## config.mk

```make
export PLATFORM = sky130hd
export DESIGN_NAME = control_ventilador
export DESIGN_NICKNAME = d
export VERILOG_FILES = /design/src/rtl/control_ventilador.sv
export SDC_FILE = /design/constraint.sdc
export NUM_CORES = 1
export LEC_CHECK = 0
export ABC_AREA = 1
export BUFFER_PORTS_ARGS = -buffer_cell sky130_fd_sc_hd__buf_4
export CAP_MARGIN = 20
export CORE_UTILIZATION = 55
export DETAILED_ROUTE_END_ITERATION = 12
export PLACE_DENSITY_LB_ADDON = 0.3
export SETUP_SLACK_MARGIN = 0.05
export SYNTH_ARGS = -nofsm -noshare
export SYNTH_HDL_FRONTEND = slang
export SYNTH_SLANG_ARGS = --single-unit
```

## constraint.sdc

```tcl
create_clock -name clk -period 4 [get_ports clk]
set_input_delay 0.4 -clock clk [delete_from_list [all_inputs] [get_ports clk]]
set_output_delay 0.4 -clock clk [all_outputs]
set_load 0.01 [all_outputs]
```

## src/rtl/control_ventilador.sv

```systemverilog
// Cabin fan controller: latches keyboard settings, gates the fan on ignition and presence,
// and soft-starts a free-running PWM by stepping the duty once per PWM period.
module control_ventilador #(
  parameter int unsigned PRESCALE     = 4,
  parameter int unsigned T_LOW        = 16,
  parameter int unsigned T_HIGH       = 31,
  parameter int unsigned SHIFT        = 4,
  parameter int unsigned RAMP_STEP    = 32,
  parameter int unsigned DELAY_CYCLES = 100
) (
  input  logic       clk,
  input  logic       rst,
  input  logic [4:0] temperatura,
  input  logic       ignicion,
  input  logic       presencia,
  input  logic       datos_listos,
  output logic       pwm_out,
  output logic [7:0] duty_actual,
  output logic       ventilador_on,
  output logic [1:0] estado,
  output logic       alarma
);

  typedef enum logic [1:0] {
    APAGADO = 2'b00,
    ESPERA  = 2'b01,
    RAMPA   = 2'b10,
    ESTABLE = 2'b11
  } estado_t;

  localparam int unsigned PW = (PRESCALE > 1) ? $clog2(PRESCALE) : 1;

  logic [PW-1:0] presc_q, presc_d;
  logic [7:0]    cnt_q, cnt_d;
  logic [4:0]    temp_q, temp_d;
  logic          ign_q, ign_d;
  logic          pres_q, pres_d;
  estado_t       state_q, state_d;
  logic [15:0]   delay_q, delay_d;
  logic [7:0]    duty_q, duty_d;
  logic          von_q, von_d;
  logic          pwm_q, pwm_d;
  logic          alarma_q, alarma_d;

  logic       tick;
  logic       wrap;
  logic       en;
  logic [7:0] duty_obj;
  logic [7:0] duty_step;
  logic [7:0] temp_diff;
  logic [8:0] duty_up;

  assign tick = (presc_q == PW'(PRESCALE - 1));
  assign wrap = tick && (cnt_q == 8'd255);
  assign en   = ign_q & pres_q;

  always_comb begin
    presc_d = tick ? '0 : presc_q + 1'b1;
    cnt_d   = tick ? cnt_q + 8'd1 : cnt_q;
    temp_d  = datos_listos ? temperatura : temp_q;
    ign_d   = datos_listos ? ignicion    : ign_q;
    pres_d  = datos_listos ? presencia   : pres_q;
  end

  // Target duty from the latched temperature code.
  always_comb begin
    temp_diff = {3'b000, temp_q} - 8'(T_LOW);
    if (temp_q <= 5'(T_LOW))
      duty_obj = 8'd0;
    else if (temp_q >= 5'(T_HIGH))
      duty_obj = 8'd255;
    else
      duty_obj = temp_diff << SHIFT;
  end

  // One ramp step toward the target; the 9-bit sum keeps the upward step from wrapping.
  always_comb begin
    duty_up = {1'b0, duty_q} + 9'(RAMP_STEP);
    if (duty_obj > duty_q)
      duty_step = (duty_up >= {1'b0, duty_obj}) ? duty_obj : duty_up[7:0];
    else if ((duty_q - duty_obj) > 8'(RAMP_STEP))
      duty_step = duty_q - 8'(RAMP_STEP);
    else
      duty_step = duty_obj;
  end

  always_comb begin
    state_d = state_q;
    delay_d = delay_q;
    duty_d  = duty_q;
    if (!en) begin
      state_d = APAGADO;
      delay_d = 16'd0;
      duty_d  = 8'd0;
    end else begin
      case (state_q)
        APAGADO: begin
          state_d = ESPERA;
          delay_d = 16'd0;
          duty_d  = 8'd0;
        end
        ESPERA: begin
          if (delay_q == 16'(DELAY_CYCLES - 1)) begin
            state_d = RAMPA;
            delay_d = 16'd0;
          end else begin
            delay_d = delay_q + 16'd1;
          end
        end
        RAMPA: begin
          if (duty_q == duty_obj) begin
            state_d = ESTABLE;
          end else if (wrap) begin
            duty_d = duty_step;
            if (duty_step == duty_obj)
              state_d = ESTABLE;
          end
        end
        ESTABLE: begin
          if (duty_obj != duty_q)
            state_d = RAMPA;
        end
        default: state_d = APAGADO;
      endcase
    end
  end

  // PWM level is registered from the next counter and duty so it always matches duty_actual.
  always_comb begin
    if (duty_d == 8'd0)
      pwm_d = 1'b0;
    else if (duty_d == 8'd255)
      pwm_d = 1'b1;
    else
      pwm_d = (cnt_d < duty_d);
    von_d    = (duty_d != 8'd0);
    alarma_d = pres_q & ~ign_q;
  end

  always_ff @(posedge clk) begin
    if (!rst) begin
      presc_q  <= '0;
      cnt_q    <= 8'd0;
      temp_q   <= 5'd0;
      ign_q    <= 1'b0;
      pres_q   <= 1'b0;
      state_q  <= APAGADO;
      delay_q  <= 16'd0;
      duty_q   <= 8'd0;
      von_q    <= 1'b0;
      pwm_q    <= 1'b0;
      alarma_q <= 1'b0;
    end else begin
      presc_q  <= presc_d;
      cnt_q    <= cnt_d;
      temp_q   <= temp_d;
      ign_q    <= ign_d;
      pres_q   <= pres_d;
      state_q  <= state_d;
      delay_q  <= delay_d;
      duty_q   <= duty_d;
      von_q    <= von_d;
      pwm_q    <= pwm_d;
      alarma_q <= alarma_d;
    end
  end

  assign pwm_out       = pwm_q;
  assign duty_actual   = duty_q;
  assign ventilador_on = von_q;
  assign estado        = state_q;
  assign alarma        = alarma_q;

endmodule

```

==> flow_summary.yaml <==
route:
  drt-pass1-iter-count: 5
  drtIter0Drc: 215
  routed-via-count: 3276
  ant_nets: 0
  via_per_inst: 5.344
  finalWirelength_mm: 7.318
  drcViolationCount: 0
  wl_per_cell_um: 11.94
floorplan:
  rows: 27
  die_area_sq_um: 6336
  ioPinCount: 23
  die_y_um: 79.60
  fp.coreArea_sq_um: 5642
  die_w_um: 79.60
  initial_core_util_pct: 58.70
run:
  maxCapViolCount: 0
hold_path:
  hp-class: "in -> reg"
  whs_path_depth: 3
  hold_start: "ignicion"
  holdPathEnd: "ign_q$_SDFFE_PN0P_"
layout:
  multiInputGateArea_sq_um: 2049
  area_growth_pct: 9.256
  num-nets-final: 574
  fillers: 499
  num_antenna_cells: 0
  fin_util_pct: 64.14
  fin_cells: 613
  register_area_sq_um: 920.9
  drive_gt1_share_pct: 13.12
clocking:
  insertion_delay_ns: 0.30
  htree_levels: 2
  cts_hold_buf: 0
  cts_tree: "yes"
  ctsRootBufferMaster: "clkbuf_8"
  numCtsBuffers: 5
  cts.path.max_buffers: 2
  clock_sinks: 46
  clk_pin_slew_ns: 0.08
timing:
  finalCriticalPeriod_ns: 3.601
  rsz0062_at_grt: "no"
  min_period_over_period_pct: 90.03
  worst_slew_pin_slew_ns: 0.8728
  setup_viol: 0
  final_max_slew_viol_count: 0
  hold_ws_ns: 0.3214
  finalHoldViolCount: 0
  relSlewSlack_pct: 41.60
  fin_skew_ns: 0.007103
  final.setup.tns_ns: 0
  max_freq_ghz: 0.2777
worst_setup_path:
  start_kind: "register"
  end_kind: "register"
  rr_startpoint: "temp_q[0]$_SDFFE_PN0P_"
  worstPathArrival_ns: 3.83
  rr_worst_depth: 24
  rrSetupSlack_ns: 0.40
  worstPathRequired_ns: 4.23
  crit_fanout: 8
  r2r-end: "pwm_out$_SDFF_PP0_"
  criticalPathCategory: "reg -> reg"
power:
  switchingPower_mw: 0.2481
  comb_power_share_pct: 15.4
  p_leak_nw: 1.632
  p_sw_share_pct: 28.21
  pwr-share-seq_pct: 54.0
  p_int_mw: 0.6313
  p_per_area_nw_per_um2: 243.0
  vdd_drop_max_mv: 0.2541
  p_clk_share_pct: 30.6
  power.total_mw: 0.8794
synth:
  seq_area_frac_synth_pct: 27.81
  yosysTopAreaCell: "dfxtp_1"
  syn_inst: 522
  synth_warnings: 0
  synthesis.nets: 555
  synth-seq-cells: 46
  synth.area.top_cells: "dfxtp_1 (28%), nand2_1 (14%), ha_1 (8.7%)"
  syn_area_per_cell_sq_um: 6.345
  yosysTopAreaCellShare_pct: 27.81
  synth_area_sq_um: 3312
  synth.distinct_cells: 39
global_routing:
  grt_use_total_pct: 25.01
  overflow: 0
  grt_max_degree: 20
  grt_pass1_wl_mm: 12.68
  grt_pass1_vias: 2899
  grt_antenna_before_repair: 0
placed_design:
  routabilityCongestion: 0.9070
  dp_hpwl_mm: 5.614
  port_buffers: 22
  dpl.cell_count: 605
run_status:
  run_status: "complete, no violations"
-- layout make-up --
cell class / count / share of cell area, %
timing repair buffer: 24 / 4.979
multi-input combinational: 385 / 56.64
inverter: 79 / 8.264
sequential: 46 / 25.45
tap: 72 / 2.490
clock inverter: 2 / 0.2766
clock buffer: 5 / 1.902
-- cell usage after synthesis, drive strengths merged --
cell    count
nand2     135
inv        77
nor2       74
dfxtp      46
a21oi      36
nand3      35
o21ai      35
ha         23
nor3       12
buf         6
clkbuf      6
nand4       6
xor2        6
a221oi      5
a211oi      3
xnor2       3
and3        2
clkinv      2
o211ai      2
a21boi      1
a32oi       1
nand3b      1
nor4        1
o21bai      1
o31ai       1
o41ai       1
or2         1
-- metrics by stage --
step | setup WS, ns | cell area (sq um)
floorplan | 0.7213 | 3312
global placement | 0.4522 | 3516
detailed placement | 0.3153 | 3516
CTS | 0.2755 | 3595
global route | 0.06788 | 3618
finish | 0.3987 | 3618
-- flip-flops by register name, summed over array words and instances, names as in the netlist --
register and count:
alarma 1, cnt_q 8, ventilador_on 1, delay_q 16
presc_q 2, temp_q 5, ign_q 1, pwm_out 1
pres_q 1, estado 2, duty_actual 8
-- how the worst max path moves through the flow --
stage | cells past startpoint | startpoint | end
after global placement | 20 | temp_q[0]$_SDFFE_PN0P_ | pwm_out$_SDFF_PP0_
after CTS | 20 | temp_q[0]$_SDFFE_PN0P_ | pwm_out$_SDFF_PP0_
after global routing | 24 | temp_q[0]$_SDFFE_PN0P_ | pwm_out$_SDFF_PP0_
after floorplan | 21 | temp_q[0]$_SDFFE_PN0P_ | pwm_out$_SDFF_PP0_
after detailed placement | 20 | temp_q[0]$_SDFFE_PN0P_ | pwm_out$_SDFF_PP0_
final | 24 | temp_q[0]$_SDFFE_PN0P_ | pwm_out$_SDFF_PP0_
-- placed cells by master, fill, tap and decap left out, drive strengths merged, types with 3 or more instances in the layout --
cell type,instances
nor3,12
a221oi,5
nor2,74
inv,77
clkbuf,5
xnor2,3
a211oi,3
ha,23
o21ai,35
buf,24
nand4,6
xor2,6
dfxtp,46
nand3,35
nand2,135
clkinv,4
a21oi,36
-- power groups by stage --
stage	Combinational (mW)	Sequential [mW]	Clock [mW]
floorplan	0.105	0.483	0
CTS	0.133	0.474	0.277
global route	0.153	0.476	0.296
finish	0.136	0.475	0.269
detailed placement	0.132	0.485	0
global placement	0.128	0.484	0
-- what timing repair did --
item,in CTS,in global routing
setup endpoints to repair,0,1
buffers inserted,0,1
hold endpoints to repair,0,0
gates resized for setup,0,6
-- logic make-up after synthesis --
group | share of synthesized area [%]
AO/OA/AOI/OAI | 15.22
adder cells (fa/ha/maj) | 8.689
AND/OR/NAND/NOR | 35.10
XOR/XNOR | 2.380
flip-flops | 27.80
buffers and inverters | 10.80
-- per-layer routing --
layer	part of all wire [%]	vias to the layer above	wire [um]	track usage (%)
li1	-	1714	-	-
met1	50	1467	3665	34.20
met2	44	86	3249	41.11
met3	4.6	9	336	3.429
met4	0.92	0	67	6.182
met5	0	-	0	0
-- worst max-delay path: stages, from the launching register on --
cell and delay [ns]:
dfxtp_1 0.34, o41ai_1 0.35, inv_1 0.17, nand2_2 0.15, ha_1 0.28, inv_1 0.16
o21bai_1 0.11, nor2_2 0.13, nand2_1 0.06, nand2_1 0.05, nand2_1 0.07, nor2_4 0.15
nand2_4 0.11, nand2_1 0.09, nand3_2 0.10, nand2_2 0.10, nor2_2 0.04, o21ai_2 0.13
nand2_1 0.11, ha_1 0.33, nand2_1 0.09, nor2_1 0.05, a211oi_1 0.16, nand2_1 0.10
a21oi_2 0.12
Power figures use the tool's default switching activity.
